`config.mk`:
```
export PLATFORM = sky130hd
export DESIGN_NAME = neo_frame_sequencer
export DESIGN_NICKNAME = d
export VERILOG_FILES = /design/src/rtl/neo_frame_sequencer.sv
export SDC_FILE = /design/constraint.sdc
export NUM_CORES = 1
export LEC_CHECK = 0
export BUFFER_PORTS_ARGS = -buffer_cell sky130_fd_sc_hd__buf_2
export CELL_PAD_IN_SITES_DETAIL_PLACEMENT = 0
export CELL_PAD_IN_SITES_GLOBAL_PLACEMENT = 1
export CORE_UTILIZATION = 34
export CTS_BUF_LIST = sky130_fd_sc_hd__clkbuf_16
export DETAILED_ROUTE_END_ITERATION = 6
export PLACE_DENSITY = 0.63
export SLEW_MARGIN = 10
export SYNTH_ARGS = -nofsm -noshare
export SYNTH_HDL_FRONTEND = slang
export SYNTH_SLANG_ARGS = --single-unit
export TNS_END_PERCENT = 50
```
`constraint.sdc`:
```
create_clock -name clock -period 2.4 [get_ports clock]
set_input_delay 0.36 -clock clock [delete_from_list [all_inputs] [get_ports clock]]
set_output_delay 0.36 -clock clock [all_outputs]
set_load 0.02 [all_outputs]
```
`src/rtl/neo_frame_sequencer.sv`:
```
// NeoPixel frame sequencer: streams G,R,B bytes per pixel, then a send strobe, then an idle gap.
// Optional BRIGHTNESS_SCALE_EN adds a brightness input that scales every presented level.
module neo_frame_sequencer #(
  parameter int NUM_PIXELS = 5,
  parameter int LEVEL_W    = 8,
  parameter int FRAME_GAP  = 16,
  parameter int HUE_STEP   = 8,
  localparam int PIX_W     = (NUM_PIXELS > 1) ? $clog2(NUM_PIXELS) : 1
) (
  input  logic               clock,
  input  logic               reset_n,
  input  logic               start,
  input  logic               stop,
  input  logic               continuous,
  input  logic [1:0]         mode,
  input  logic [LEVEL_W-1:0] base_level,
`ifdef BRIGHTNESS_SCALE_EN
  input  logic [LEVEL_W-1:0] brightness,
`endif
  input  logic               ready_to_load,
  input  logic               ready_to_send,
  output logic [PIX_W-1:0]   pixel_index,
  output logic [1:0]         color_index,
  output logic [LEVEL_W-1:0] color_level,
  output logic               load_color,
  output logic               send_it,
  output logic               busy,
  output logic               frame_done
);

  localparam int GAP_W = (FRAME_GAP > 1) ? $clog2(FRAME_GAP) : 1;

  typedef enum logic [1:0] {S_IDLE, S_LOAD, S_SEND, S_GAP} state_e;
  typedef enum logic [1:0] {M_SOLID, M_CHASE, M_RAMP, M_OFF} mode_e;

  state_e             state_q, state_d;
  mode_e              mode_q, mode_d;
  logic [PIX_W-1:0]   pix_q, pix_d;
  logic [1:0]         col_q, col_d;
  logic [LEVEL_W-1:0] phase_q, phase_d;
  logic [GAP_W-1:0]   gap_q, gap_d;
  logic [LEVEL_W-1:0] lvl_q, lvl_d;

  logic               pix_last, gap_last;
  logic [LEVEL_W-1:0] phase_next, ramp_r, pattern_level;

  assign pix_last = (pix_q == PIX_W'(NUM_PIXELS - 1));
  assign gap_last = (gap_q == GAP_W'(FRAME_GAP - 1));

  always_ff @(posedge clock or negedge reset_n) begin
    if (!reset_n) begin
      state_q <= S_IDLE;
      mode_q  <= M_SOLID;
      pix_q   <= '0;
      col_q   <= '0;
      phase_q <= '0;
      gap_q   <= '0;
      lvl_q   <= '0;
    end else begin
      state_q <= state_d;
      mode_q  <= mode_d;
      pix_q   <= pix_d;
      col_q   <= col_d;
      phase_q <= phase_d;
      gap_q   <= gap_d;
      lvl_q   <= lvl_d;
    end
  end

  // CHASE phase walks the pixel positions; other modes use it as a free-running level offset.
  always_comb begin
    if (mode_q == M_CHASE)
      phase_next = (phase_q == LEVEL_W'(NUM_PIXELS - 1)) ? '0 : phase_q + 1'b1;
    else
      phase_next = phase_q + 1'b1;
  end

  always_comb begin
    state_d = state_q;
    mode_d  = mode_q;
    pix_d   = pix_q;
    col_d   = col_q;
    phase_d = phase_q;
    gap_d   = gap_q;
    lvl_d   = lvl_q;
    case (state_q)
      S_IDLE: begin
        if (start) begin
          state_d = S_LOAD;
          mode_d  = mode_e'(mode);
          lvl_d   = base_level;
          pix_d   = '0;
          col_d   = '0;
          phase_d = '0;
        end
      end
      S_LOAD: begin
        if (ready_to_load) begin
          if (col_q == 2'd2) begin
            col_d = '0;
            if (pix_last) begin
              pix_d   = '0;
              state_d = S_SEND;
            end else begin
              pix_d = pix_q + 1'b1;
            end
          end else begin
            col_d = col_q + 1'b1;
          end
        end
      end
      S_SEND: begin
        if (ready_to_send) begin
          state_d = S_GAP;
          gap_d   = '0;
        end
      end
      S_GAP: begin
        if (gap_last) begin
          phase_d = phase_next;
          gap_d   = '0;
          pix_d   = '0;
          col_d   = '0;
          state_d = (continuous && !stop) ? S_LOAD : S_IDLE;
        end else begin
          gap_d = gap_q + 1'b1;
        end
      end
      default: state_d = S_IDLE;
    endcase
  end

  assign ramp_r = phase_q + LEVEL_W'(32'(pix_q) * HUE_STEP);

  always_comb begin
    pattern_level = '0;
    case (mode_q)
      M_SOLID: pattern_level = lvl_q;
      M_CHASE: pattern_level = (LEVEL_W'(pix_q) == phase_q) ? lvl_q : '0;
      M_RAMP: begin
        if (col_q == 2'd0)      pattern_level = ramp_r;
        else if (col_q == 2'd1) pattern_level = ~ramp_r;
        else                    pattern_level = '0;
      end
      default: pattern_level = '0;
    endcase
  end

  always_comb begin
    pixel_index = '0;
    color_index = '0;
    color_level = '0;
    load_color  = 1'b0;
    send_it     = 1'b0;
    busy        = (state_q != S_IDLE);
    frame_done  = (state_q == S_GAP) && gap_last;
    case (state_q)
      S_LOAD: begin
        pixel_index = pix_q;
        color_index = col_q;
`ifdef BRIGHTNESS_SCALE_EN
        color_level = LEVEL_W'(((2*LEVEL_W)'(pattern_level) * (2*LEVEL_W)'(brightness)) >> LEVEL_W);
`else
        color_level = pattern_level;
`endif
        load_color  = ready_to_load;
      end
      S_SEND:  send_it = ready_to_send;
      default: ;
    endcase
  end

endmodule

```
==> impl_metrics.prom, run 1 <==
# TYPE chip_impl_metric gauge
chip_impl_metric{name="route.detailed.wl_per_inst",unit="um"} 14.1
chip_impl_metric{name="detail-route-antenna-nets",unit=""} 0
chip_impl_metric{name="wl",unit="um"} 4850
chip_impl_info{name="violations_in_the_final_reports",value="negative setup slack"} 1
chip_impl_metric{name="synthToLayoutAreaGrowth",unit="%"} 25.4
chip_impl_metric{name="clockBufferDepth",unit=""} 2
chip_impl_metric{name="yosysWarningCount",unit=""} 0
chip_impl_metric{name="final_nets",unit=""} 302
chip_impl_info{name="r2r-start",value="phase_q[3]$_DFFE_PN0P_"} 1
chip_impl_metric{name="final_layout_size_suffix_gt1_share",unit="%"} 28.0
chip_impl_metric{name="timing.clock.skew",unit="ps"} 6.33
chip_impl_metric{name="finalWorstPathRequiredPeriod",unit="ps"} 2500
chip_impl_info{name="timing_startpoint_of_the_critical_path",value="pix_q[0]$_DFFE_PN0P_"} 1
chip_impl_metric{name="worstPathArrival",unit="ps"} 2140
chip_impl_metric{name="detail_route.first_pass.iterations",unit=""} 4
chip_impl_metric{name="syn_area_per_cell",unit="um2"} 9.19
chip_impl_metric{name="postCtsHoldBufs",unit=""} 0
chip_impl_metric{name="global_route_wire_length_before_repair",unit="um"} 8190
chip_impl_metric{name="routed_via_count_divided_by_cell_count",unit=""} 5.02
chip_impl_metric{name="grt.met1_usage",unit="%"} 23.5
chip_impl_metric{name="final_util",unit="%"} 45.3
chip_impl_metric{name="first_global_vias",unit=""} 1682
chip_impl_metric{name="synthesis.instances",unit=""} 222
chip_impl_metric{name="grt_remaining_overflow",unit=""} 0
chip_impl_metric{name="detail_route.iter0.violations",unit=""} 89
chip_impl_info{name="setup.worst_path.class",value="flip-flop to output port"} 1
chip_impl_metric{name="relSlewSlack",unit="%"} 53.9
chip_impl_metric{name="num_rows",unit=""} 27
chip_impl_info{name="globalRoute.busiestLayer",value="met2"} 1
chip_impl_metric{name="finalInstanceArea",unit="um2"} 2560
chip_impl_metric{name="synth_seq_area_share",unit="%"} 35.6
chip_impl_info{name="cts_tree",value="yes"} 1
chip_impl_metric{name="placement.io_buffers",unit=""} 33
chip_impl_info{name="path_category_of_the_worst_min_delay_check",value="input port to async pin"} 1
chip_impl_metric{name="worst_slew_pin_slew",unit="ps"} 691
chip_impl_metric{name="tns",unit="ps"} -95.4
chip_impl_metric{name="die_w",unit="um"} 79.5
chip_impl_info{name="clock-root-buffer",value="clkbuf_16"} 1
chip_impl_metric{name="die-height",unit="um"} 79.5
chip_impl_metric{name="grt_util_met3",unit="%"} 3.09
chip_impl_info{name="run_status",value="finished, violations left"} 1
chip_impl_metric{name="finalCritPeriodShare",unit="%"} 104
chip_impl_metric{name="cts_num_sinks",unit=""} 29
chip_impl_metric{name="maxClockFrequency",unit="MHz"} 401
chip_impl_metric{name="finalHoldViolCount",unit=""} 0
chip_impl_metric{name="count_of_maximum_capacitance_violations",unit=""} 0
chip_impl_metric{name="synth-edff-count",unit=""} 0
chip_impl_metric{name="worst_setup_hold_path_clk_slew",unit="ps"} 50
chip_impl_metric{name="floorplan.core_area",unit="um2"} 5640
chip_impl_metric{name="power.density_cell_area",unit="nW/um2"} 1040
chip_impl_metric{name="cts-buffers-inserted",unit=""} 5
chip_impl_metric{name="grt_antenna_before_repair",unit=""} 0
chip_impl_metric{name="setup_ws",unit="ps"} -95.4
chip_impl_metric{name="critPathMaxFanout",unit=""} 2
chip_impl_metric{name="p_total",unit="mW"} 2.66
chip_impl_metric{name="pin_count_of_the_biggest_net_entering_global_routing",unit=""} 30
chip_impl_metric{name="peak_vdd_ir",unit="V"} 0.000470
chip_impl_metric{name="leakage",unit="nW"} 1.23
chip_impl_metric{name="synth_cell_types",unit=""} 48
chip_impl_metric{name="mappedNetlistArea",unit="um2"} 2040
chip_impl_metric{name="cts_htree_levels",unit=""} 2
chip_impl_metric{name="worst-endpoint-required",unit="ps"} 2040
chip_impl_metric{name="postPlaceCellArea",unit="um2"} 2340
chip_impl_metric{name="pin_count",unit=""} 34
chip_impl_metric{name="routabilityCongestion",unit=""} 0.819
chip_impl_metric{name="clock_latency_reported_for_the_late_side_of_the_worst_skew_pair",unit="ps"} 270
chip_impl_metric{name="grt_use_met2",unit="%"} 27.0
chip_impl_metric{name="syn-num-nets",unit=""} 253
chip_impl_info{name="critical_path.startpoint_type",value="flip-flop"} 1
chip_impl_metric{name="setup-violations-final",unit=""} 1
chip_impl_metric{name="detailed_place_hpwl",unit="um"} 3600
chip_impl_metric{name="postSynthRegisterBits",unit=""} 29
chip_impl_metric{name="slew_violations",unit=""} 0
chip_impl_metric{name="start_util",unit="%"} 36.1
chip_impl_metric{name="floorplan.die_area",unit="um2"} 6310
chip_impl_info{name="setup_repair_after_global_routing_missed_its_margin",value="yes"} 1
chip_impl_metric{name="detail_route.drc_violations",unit=""} 0
chip_impl_metric{name="grt_usage",unit="%"} 17.2
chip_impl_metric{name="synth-async-reset-ratio",unit="%"} 100
chip_impl_info{name="synthFlopType",value="dfrtp_1"} 1
chip_impl_metric{name="diodes",unit=""} 0
chip_impl_info{name="critPathCaptureType",value="output port"} 1
chip_impl_metric{name="vias",unit=""} 1723
==> per-stage QoR <==
step	hold WS, ps	std cells	setup slack [ps]
after floorplan	64.4	222	57.3
after global placement	457	334	114
after detailed placement	454	334	73.4
after CTS	160	341	-69.4
after global routing	190	343	-197
final	132	343	-95.4
==> flip-flops by register name, summed over array words and instances, names as in the netlist <==
name	cells
lvl_q	8
phase_q	8
gap_q	4
pix_q	3
col_q	2
mode_q	2
state_q	2
==> cells in the mapped netlist (all sizes together), types with 2 or more instances <==
cell type / instances / share of area (%)
dfrtp: 29 / 36
nand2: 21 / 3.9
inv: 14 / 2.6
ha: 13 / 8.0
nor2: 12 / 2.2
mux2: 11 / 6.1
nand3: 11 / 2.7
o21ai: 10 / 2.5
a21oi: 9 / 2.2
nor2b: 9 / 2.8
xor2: 9 / 3.9
nand2b: 7 / 2.1
and2: 6 / 1.8
nor3: 6 / 1.5
clkbuf: 4 / 1.2
o31ai: 4 / 1.5
xnor2: 4 / 1.7
a22o: 3 / 1.3
a31oi: 3 / 0.92
and3: 3 / 0.98
buf: 3 / 1.3
nand3b: 3 / 1.1
o21a: 3 / 1.1
a21o: 2 / 0.74
a221o: 2 / 0.98
nand4: 2 / 0.61
nor3b: 2 / 0.74
or4: 2 / 1.1
==> worst max-delay path, stage by stage, from the launching register on <==
cell and delay [ps]:
dfrtp_1 410, ha_4 190, fa_2 390, a21o_1 210, a2111oi_2 290, nor3b_1 90, nor2_1 130, buf_4 160
==> cell families (layout without fill, tap and decap cells) <==
logic type                 Yosys count  in the layout  share of synthesized area (%)
xor gates and xnor gates            13             13                           5.58
buffers and inverters               22             71                           5.64
and+or+nand+nor                     87             87                           22.7
adders and majority gates           14             14                           8.96
DFF                                 29             29                           35.6
AOI/OAI and AO/OA                   45             45                           15.0
muxes                               12             12                           6.56
==> cell type report <==
cell class,count,area [um2]
well taps,72,90.1
multi-input cells,171,1250
fillers,542,3080
inverters,14,52.6
repair buffers,50,310
clock inverters,2,7.51
clock buffers,5,125
flip-flops and latches,29,726
==> cells in the final DEF, fill, tap and decap left out, types with 3 or more instances in the layout <==
cell       Yosys  routed
nand3b_1       3       3
buf_2          0      26
nor2b_1        9       9
nand2_1       21      21
nand3_1       11      11
buf_4          0      24
inv_1         14      15
and2_1         6       6
ha_1          13      12
nor3_1         6       5
xor2_1         9       9
clkbuf_16      0       5
o31ai_1        4       4
dfrtp_1       29      29
nor2_1        12      12
a21oi_1        9       9
nand2b_1       7       7
o21a_1         3       3
xnor2_1        4       4
o21ai_0        9       9
mux2_2        11      11
==> what timing repair did <==
action | in CTS | in global routing
setup buffers | 0 | 2
pin swaps | 1 | 11
gates cloned | 0 | 0
gates resized for setup | 8 | 8
setup endpoints to repair | 8 | 8
==> metal layers <==
metal	vias up	routed length, um	part of all wire (%)
met5	-	0	0
met4	0	51	1.1
met3	5	178	3.7
met2	33	2270	47
met1	803	2350	48
li1	882	-	-
==> path summary, 6_finish.rpt <==
| path | end | slack (ps) | depth (start not counted) |
|---|---|---|---|
| worst max-delay path | color_level[7] | -100 | 7 |
| worst min-delay path | gap_q[1]$_DFFE_PN0P_ | 130 | 1 |
| worst max register to register | phase_q[7]$_DFFE_PN0P_ | 380 | 5 |
| worst min register to register | lvl_q[2]$_DFFE_PN0P_ | 490 | 1 |
| max in group asynchronous | lvl_q[5]$_DFFE_PN0P_ | 1820 | 1 |
| min in group clock | lvl_q[1]$_DFFE_PN0P_ | 320 | 2 |
==> where the power goes <==
part,switching (mW),leakage (nW),internal [mW]
sequential,0.133,0.374,0.642
clock,0.196,0.0685,0.369
combinational,0.725,0.790,0.598
total,1.05,1.23,1.61
Power figures use the tool's default switching activity.
==> inputs of run 2 (changes only) <==
BUFFER_PORTS_ARGS = -buffer_cell sky130_fd_sc_hd__clkbuf_2   (was -buffer_cell sky130_fd_sc_hd__buf_2)
clock period = 3.2 ns   (was 2.4 ns; I/O delays follow)
==> run 2 against run 1 <==
  * Largest power group unchanged
  * Non-clock buffer count fell by 16
  * Critical path depth did not move
  * The run now ends clean
  * Clock skew rose by 0.71 ps
  * Total power fell by 25%
  * Die area did not move
  * Setup slack improved by 380 ps
  * Critical path type unchanged
==> impl_metrics.prom, run 2 (synthesis gave the netlist of run 1 again) <==
# TYPE chip_impl_metric gauge
chip_impl_info{name="run_status",value="complete, no violations"} 1
chip_impl_metric{name="r2r.worst_path.cells",unit=""} 5
chip_impl_metric{name="detail_route.drc_violations",unit=""} 0
chip_impl_metric{name="postPlaceCellArea",unit="um2"} 2240
chip_impl_info{name="critPathCaptureType",value="output port"} 1
chip_impl_metric{name="placement.io_buffers",unit=""} 33
chip_impl_info{name="critical_path.startpoint_type",value="flip-flop"} 1
chip_impl_metric{name="p_total",unit="mW"} 1.98
chip_impl_metric{name="detail-route-antenna-nets",unit=""} 0
chip_impl_metric{name="critical_path.max_stage_delay",unit="ps"} 470
chip_impl_metric{name="wl",unit="um"} 4750
chip_impl_metric{name="switching_power",unit="uW"} 775
chip_impl_metric{name="route.detailed.wl_per_inst",unit="um"} 14.5
chip_impl_metric{name="start_util",unit="%"} 36.1
chip_impl_metric{name="detail_route.iter0.violations",unit=""} 75
chip_impl_info{name="setup.worst_path.class",value="flip-flop to output port"} 1
chip_impl_metric{name="finalWorstPathRequiredPeriod",unit="ps"} 2910
chip_impl_info{name="top_library_cells_by_usage_in_the_layout_fill_and_taps_aside",value="clkbuf_2 (33), dfrtp_1 (29), nand2_1 (21), inv_1 (15), ha_1 (13)"} 1
chip_impl_metric{name="pin_count_of_the_biggest_net_entering_global_routing",unit=""} 30
chip_impl_metric{name="first_global_vias",unit=""} 1621
chip_impl_metric{name="setup-violations-final",unit=""} 0
chip_impl_metric{name="routabilityCongestion",unit=""} 0.746
chip_impl_metric{name="detail_route.first_pass.iterations",unit=""} 6
chip_impl_metric{name="final_cells",unit=""} 328
chip_impl_metric{name="layout.filler_cells",unit=""} 586
chip_impl_metric{name="grt_usage",unit="%"} 16.7
chip_impl_info{name="largest_registers",value="lvl_q: 8 flops, phase_q: 8 flops, gap_q: 4 flops"} 1
chip_impl_metric{name="worst_setup_hold_path_clk_slew",unit="ps"} 50
chip_impl_metric{name="leakage",unit="nW"} 1.15
chip_impl_metric{name="critPathMaxFanout",unit=""} 8
chip_impl_metric{name="critical_path_depth",unit=""} 7
chip_impl_metric{name="timing.clock.skew",unit="ps"} 7.03
chip_impl_metric{name="global_route_wire_length_before_repair",unit="um"} 8000
chip_impl_metric{name="peak_vdd_ir",unit="V"} 0.000298
chip_impl_metric{name="relSlewSlack",unit="%"} 47.1
chip_impl_metric{name="pwr-share-clk",unit="%"} 26.2
chip_impl_info{name="path_category_of_the_worst_min_delay_check",value="input port to async pin"} 1
chip_impl_metric{name="num_rows",unit=""} 27
chip_impl_metric{name="worstPathArrival",unit="ps"} 2430
chip_impl_metric{name="cts-buffers-inserted",unit=""} 5
chip_impl_metric{name="postCtsHoldBufs",unit=""} 0
chip_impl_metric{name="worst_slew_pin_slew",unit="ps"} 794
chip_impl_metric{name="routed_via_count_divided_by_cell_count",unit=""} 5.06
chip_impl_metric{name="die-height",unit="um"} 79.5
chip_impl_metric{name="die_w",unit="um"} 79.5
chip_impl_metric{name="path_buf_inv",unit=""} 1
chip_impl_metric{name="power.density_cell_area",unit="nW/um2"} 826
chip_impl_metric{name="floorplan.die_area",unit="um2"} 6310
chip_impl_metric{name="combinationalPowerShare",unit="%"} 43.1
chip_impl_metric{name="maxClockFrequency",unit="MHz"} 343
chip_impl_metric{name="synthToLayoutAreaGrowth",unit="%"} 17.8
chip_impl_info{name="clock-root-buffer",value="clkbuf_16"} 1
chip_impl_info{name="cp_slowest_cell",value="dfrtp_1"} 1
chip_impl_metric{name="postCtsSetupBuffers",unit=""} 0
chip_impl_info{name="path_delay_family",value="adder cells"} 1
chip_impl_info{name="setup_repair_after_global_routing_missed_its_margin",value="no"} 1
chip_impl_metric{name="final_layout_size_suffix_gt1_share",unit="%"} 21.9
chip_impl_metric{name="switching_share",unit="%"} 39.1
chip_impl_metric{name="finalInstanceArea",unit="um2"} 2400
chip_impl_info{name="critical_path.cell_chain",value="ha_1 -> fa_1 -> a21o_1 -> a2111oi_0 -> nor3b_1 -> nor2_1 -> clkbuf_2"} 1
chip_impl_metric{name="tns",unit="ps"} 0
chip_impl_metric{name="numPlacedInstances",unit=""} 320
chip_impl_metric{name="p_int",unit="mW"} 1.21
chip_impl_metric{name="worst-endpoint-required",unit="ps"} 2720
chip_impl_metric{name="clock_latency_reported_for_the_late_side_of_the_worst_skew_pair",unit="ps"} 280
chip_impl_info{name="layout.cells.most_common",value="clkbuf_2"} 1
chip_impl_metric{name="count_of_maximum_capacitance_violations",unit=""} 0
chip_impl_metric{name="finalHoldViolCount",unit=""} 0
chip_impl_metric{name="finalCritPeriodShare",unit="%"} 91.1
chip_impl_metric{name="clockBufferDepth",unit=""} 2
chip_impl_metric{name="cts_num_sinks",unit=""} 29
chip_impl_metric{name="floorplan.core_area",unit="um2"} 5640
chip_impl_metric{name="grt_remaining_overflow",unit=""} 0
chip_impl_metric{name="detailed_place_hpwl",unit="um"} 3400
chip_impl_metric{name="diodes",unit=""} 0
chip_impl_metric{name="final_nets",unit=""} 286
chip_impl_metric{name="slew_violations",unit=""} 0
chip_impl_metric{name="pin_count",unit=""} 34
chip_impl_metric{name="cts_htree_levels",unit=""} 2
chip_impl_metric{name="grt_antenna_before_repair",unit=""} 0
chip_impl_metric{name="vias",unit=""} 1659
chip_impl_metric{name="cts_repair_resize_count",unit=""} 0
chip_impl_metric{name="timing.hold.ws",unit="ps"} 267
chip_impl_metric{name="register_share_of_total_power",unit="%"} 30.7
chip_impl_info{name="cts_tree",value="yes"} 1
## run 2: layer usage
metal	global-route usage, %	wire length [um]
met2	25.0	2120
met3	4.46	117
met4	4.91	27
met5	0	0
met1	23.4	2490
## run 2: worst paths after layout
kind,from,end,slack [ps]
setup / recovery,pix_q[0]$_DFFE_PN0P_,color_level[7],290
hold / removal,reset_n,gap_q[1]$_DFFE_PN0P_,270
setup reg to reg,state_q[1]$_DFFE_PN0P_,pix_q[2]$_DFFE_PN0P_,970
hold reg to reg,lvl_q[3]$_DFFE_PN0P_,lvl_q[3]$_DFFE_PN0P_,500
max in group asynchronous,reset_n,lvl_q[5]$_DFFE_PN0P_,2400
min in group clock,base_level[6],lvl_q[6]$_DFFE_PN0P_,440
## run 2: final cells by class
cell class / instances / area [um2] / area share (%)
Multi-Input combinational cell: 171 / 1200 / 49.9
Sequential cell: 29 / 726 / 30.2
Timing Repair Buffer: 34 / 173 / 7.19
Clock buffer: 5 / 125 / 5.21
Tap cell: 72 / 90.1 / 3.75
Inverter: 14 / 52.6 / 2.19
Clock inverter: 3 / 37.5 / 1.56
## run 2: power by group through the flow
stage	combinational [mW]	sequential [mW]	clock, mW
final	0.855	0.610	0.520
after global routing	0.959	0.633	0.555
after global placement	0.862	0.613	0
after CTS	0.870	0.611	0.538
after detailed placement	0.867	0.617	0
after floorplan	0.708	0.555	0
## run 2: worst register-to-register path, delay by kind of cell, from the launching register on
family,cells,cell delay (ps)
adders and majority gates,1,500
buffers and inverters,1,180
DFF,1,410
AOI/OAI and AO/OA,2,900
and+or+nand+nor,1,130
## run 2: per-stage QoR
stage / setup WS (ps) / util (%)
floorplan: 737 / -
global placement: 647 / 39.7
detailed placement: 614 / 39.7
CTS: 310 / 42.6
global route: 71.0 / 42.6
finish: 286 / 42.6
==> inputs of run 3 (changes only) <==
CTS_CLUSTER_DIAMETER = 60   (was unset)
SETUP_SLACK_MARGIN = 0.5   (was unset)
==> run 3 against run 2 <==
  * Clock power barely moved
  * Sequential share of layout area down 0.55 points
  * Non-clock buffer count grew 3
  * Core utilization rose by 1.0 points
  * Critical endpoint unchanged
  * Flip-flop and latch count unchanged
  * Via count increased by 1.3%
  * First-iteration DRC count decreased by 20%
  * Die area is the same
  * Cell count increased by 0.91%
  * Clock skew hardly changed
  * Count of clock-buffer cells in the layout unchanged
  * Critical path depth unchanged
==> impl_metrics.prom, run 3 (synthesis gave the netlist of run 1 again) <==
# TYPE chip_impl_metric gauge
chip_impl_info{name="cp_slowest_cell",value="dfrtp_2"} 1
chip_impl_metric{name="grt_usage",unit="%"} 16.9
chip_impl_metric{name="detail-route-antenna-nets",unit=""} 0
chip_impl_info{name="setup.worst_path.class",value="flip-flop to output port"} 1
chip_impl_metric{name="critPathMaxFanout",unit=""} 2
chip_impl_metric{name="routabilityCongestion",unit=""} 0.746
chip_impl_info{name="clock-root-buffer",value="clkbuf_16"} 1
chip_impl_metric{name="timing.clock.skew",unit="ps"} 6.87
chip_impl_metric{name="detail_route.iter0.violations",unit=""} 60
chip_impl_metric{name="pin_count",unit=""} 34
chip_impl_metric{name="switching_share",unit="%"} 39.3
chip_impl_info{name="run_status",value="complete, no violations"} 1
chip_impl_metric{name="critical_path.max_stage_delay",unit="ps"} 400
chip_impl_metric{name="p_int",unit="mW"} 1.23
chip_impl_metric{name="pwr-share-clk",unit="%"} 25.8
chip_impl_metric{name="postCtsHoldBufs",unit=""} 0
chip_impl_info{name="critical_path.startpoint_type",value="flip-flop"} 1
chip_impl_info{name="largest_registers",value="lvl_q: 8 flops, phase_q: 8 flops, gap_q: 4 flops"} 1
chip_impl_info{name="setup_repair_after_global_routing_missed_its_margin",value="yes"} 1
chip_impl_metric{name="setup-violations-final",unit=""} 0
chip_impl_metric{name="relSlewSlack",unit="%"} 47.0
chip_impl_metric{name="diodes",unit=""} 0
chip_impl_metric{name="pin_count_of_the_biggest_net_entering_global_routing",unit=""} 30
chip_impl_metric{name="worst-endpoint-required",unit="ps"} 2720
chip_impl_info{name="top_library_cells_by_usage_in_the_layout_fill_and_taps_aside",value="clkbuf_2 (32), dfrtp_1 (26), nand2_1 (21), inv_1 (15), ha_1 (13)"} 1
chip_impl_metric{name="setup_ws",unit="ps"} 587
chip_impl_metric{name="wl",unit="um"} 4810
chip_impl_metric{name="routed_via_count_divided_by_cell_count",unit=""} 5.08
chip_impl_metric{name="worstPathArrival",unit="ps"} 2130
chip_impl_metric{name="maxClockFrequency",unit="MHz"} 383
chip_impl_metric{name="r2r.worst_path.cells",unit=""} 5
chip_impl_metric{name="finalHoldViolCount",unit=""} 0
chip_impl_metric{name="power.density_cell_area",unit="nW/um2"} 822
chip_impl_info{name="cts_tree",value="yes"} 1
chip_impl_metric{name="first_global_vias",unit=""} 1643
chip_impl_metric{name="vias",unit=""} 1681
chip_impl_metric{name="grt_util_met3",unit="%"} 4.46
chip_impl_info{name="globalRoute.busiestLayer",value="met2"} 1
chip_impl_metric{name="final_layout_size_suffix_gt1_share",unit="%"} 25.5
chip_impl_metric{name="grt_remaining_overflow",unit=""} 0
chip_impl_metric{name="cts_htree_levels",unit=""} 2
chip_impl_metric{name="final_nets",unit=""} 289
chip_impl_info{name="critical_path.cell_chain",value="ha_1 -> fa_2 -> a21o_1 -> a2111oi_2 -> nor3b_1 -> nor2_1 -> clkbuf_4"} 1
chip_impl_info{name="layout.cells.most_common",value="clkbuf_2"} 1
chip_impl_metric{name="route.detailed.wl_per_inst",unit="um"} 14.5
chip_impl_metric{name="tns",unit="ps"} 0
chip_impl_metric{name="grt.met1_usage",unit="%"} 23.6
chip_impl_metric{name="die_w",unit="um"} 79.5
chip_impl_metric{name="finalCritPeriodShare",unit="%"} 81.7
chip_impl_metric{name="floorplan.die_area",unit="um2"} 6310
chip_impl_info{name="path_category_of_the_worst_min_delay_check",value="input port to async pin"} 1
chip_impl_metric{name="worst_setup_hold_path_clk_slew",unit="ps"} 50
chip_impl_metric{name="start_util",unit="%"} 36.1
chip_impl_metric{name="detailed_place_hpwl",unit="um"} 3400
chip_impl_metric{name="grt_antenna_before_repair",unit=""} 0
chip_impl_metric{name="num_rows",unit=""} 27
chip_impl_metric{name="floorplan.core_area",unit="um2"} 5640
chip_impl_metric{name="worst_slew_pin_slew",unit="ps"} 794
chip_impl_metric{name="grt_use_met2",unit="%"} 25.6
chip_impl_metric{name="synthToLayoutAreaGrowth",unit="%"} 20.6
chip_impl_metric{name="cts_num_sinks",unit=""} 29
chip_impl_metric{name="finalWorstPathRequiredPeriod",unit="ps"} 2610
chip_impl_metric{name="detail_route.first_pass.iterations",unit=""} 4
chip_impl_metric{name="die-height",unit="um"} 79.5
chip_impl_metric{name="count_of_maximum_capacitance_violations",unit=""} 0
chip_impl_metric{name="peak_vdd_ir",unit="V"} 0.000298
chip_impl_metric{name="leakage",unit="nW"} 1.17
chip_impl_metric{name="cts-buffers-inserted",unit=""} 5
chip_impl_metric{name="register_share_of_total_power",unit="%"} 30.1
chip_impl_metric{name="detail_route.drc_violations",unit=""} 0
chip_impl_metric{name="combinationalPowerShare",unit="%"} 44.0
chip_impl_metric{name="placement.io_buffers",unit=""} 33
chip_impl_metric{name="global_route_wire_length_before_repair",unit="um"} 8110
chip_impl_metric{name="final_util",unit="%"} 43.6
chip_impl_metric{name="postPlaceCellArea",unit="um2"} 2240
chip_impl_metric{name="clockBufferDepth",unit=""} 2
chip_impl_metric{name="layout.filler_cells",unit=""} 590
chip_impl_info{name="critPathCaptureType",value="output port"} 1
chip_impl_metric{name="switching_power",unit="uW"} 794
chip_impl_metric{name="clock_latency_reported_for_the_late_side_of_the_worst_skew_pair",unit="ps"} 280
chip_impl_metric{name="placement.setup.worst_slack",unit="ps"} 614
chip_impl_metric{name="slew_violations",unit=""} 0
chip_impl_metric{name="finalInstanceArea",unit="um2"} 2460
-- run 3: cell types whose count changed in the layout (fill, tap and decap cells not counted), sizes merged --
cell	change
buf	+3
-- run 3: cell type report --
cell class	instances	area [um2]	area share [%]
sequential	29	729	29.7
clock inverter	3	37.5	1.53
tap	72	90.1	3.66
timing repair buffer	37	198	8.04
multi-input combinational	171	1230	49.9
inverter	14	52.6	2.14
clock buffer	5	125	5.09
-- run 3: timing repair --
action                                  4_1_cts  5_1_grt
gates resized for setup                       6        4
cloned                                        0        0
setup buffers                                 3        0
pin swaps                                     0        1
hold endpoints to repair                      0        0
endpoints found under the setup margin        8        8
-- run 3: worst max-delay path: cells and delay by family (launching register included) --
family	cells	cell delay, ps
adder cells (fa/ha/maj)	2	590
flip-flops	1	400
AND/OR/NAND/NOR	2	200
buffers and inverters	1	180
AO/OA/AOI/OAI	2	490
-- run 3: through the flow --
step	std cells	hold slack [ps]	total power [mW]
floorplan	222	184	1.26
global placement	320	487	1.47
detailed placement	320	490	1.48
CTS	331	312	2.03
global route	331	335	2.18
finish	331	266	2.02
-- run 3: final timing paths --
kind                       slack (ps)              startpoint                    end
min                               270                 reset_n   gap_q[1]$_DFFE_PN0P_
max in group asynchronous        2350                 reset_n  mode_q[1]$_DFFE_PN0P_
max                               590    pix_q[0]$_DFFE_PN0P_         color_level[7]
min in group clock                440           base_level[6]   lvl_q[6]$_DFFE_PN0P_
max reg2reg                       960  state_q[1]$_DFFE_PN0P_   pix_q[2]$_DFFE_PN0P_
min reg2reg                       500    lvl_q[3]$_DFFE_PN0P_   lvl_q[3]$_DFFE_PN0P_
-- run 3: power by group through the flow --
stage,Combinational (mW),Sequential [mW],Clock [mW]
6_report,0.890,0.609,0.522
5_1_grt,0.994,0.633,0.555
4_1_cts,0.887,0.609,0.538
3_5_place_dp,0.867,0.617,0
3_3_place_gp,0.862,0.613,0
2_1_floorplan,0.708,0.555,0
-- run 3: metal layers --
| layer | vias up | wire length, um |
|---|---|---|
| met5 | - | 0 |
| met4 | 0 | 27 |
| met1 | 794 | 2520 |
| li1 | 859 | - |
| met2 | 26 | 2140 |
| met3 | 2 | 122 |
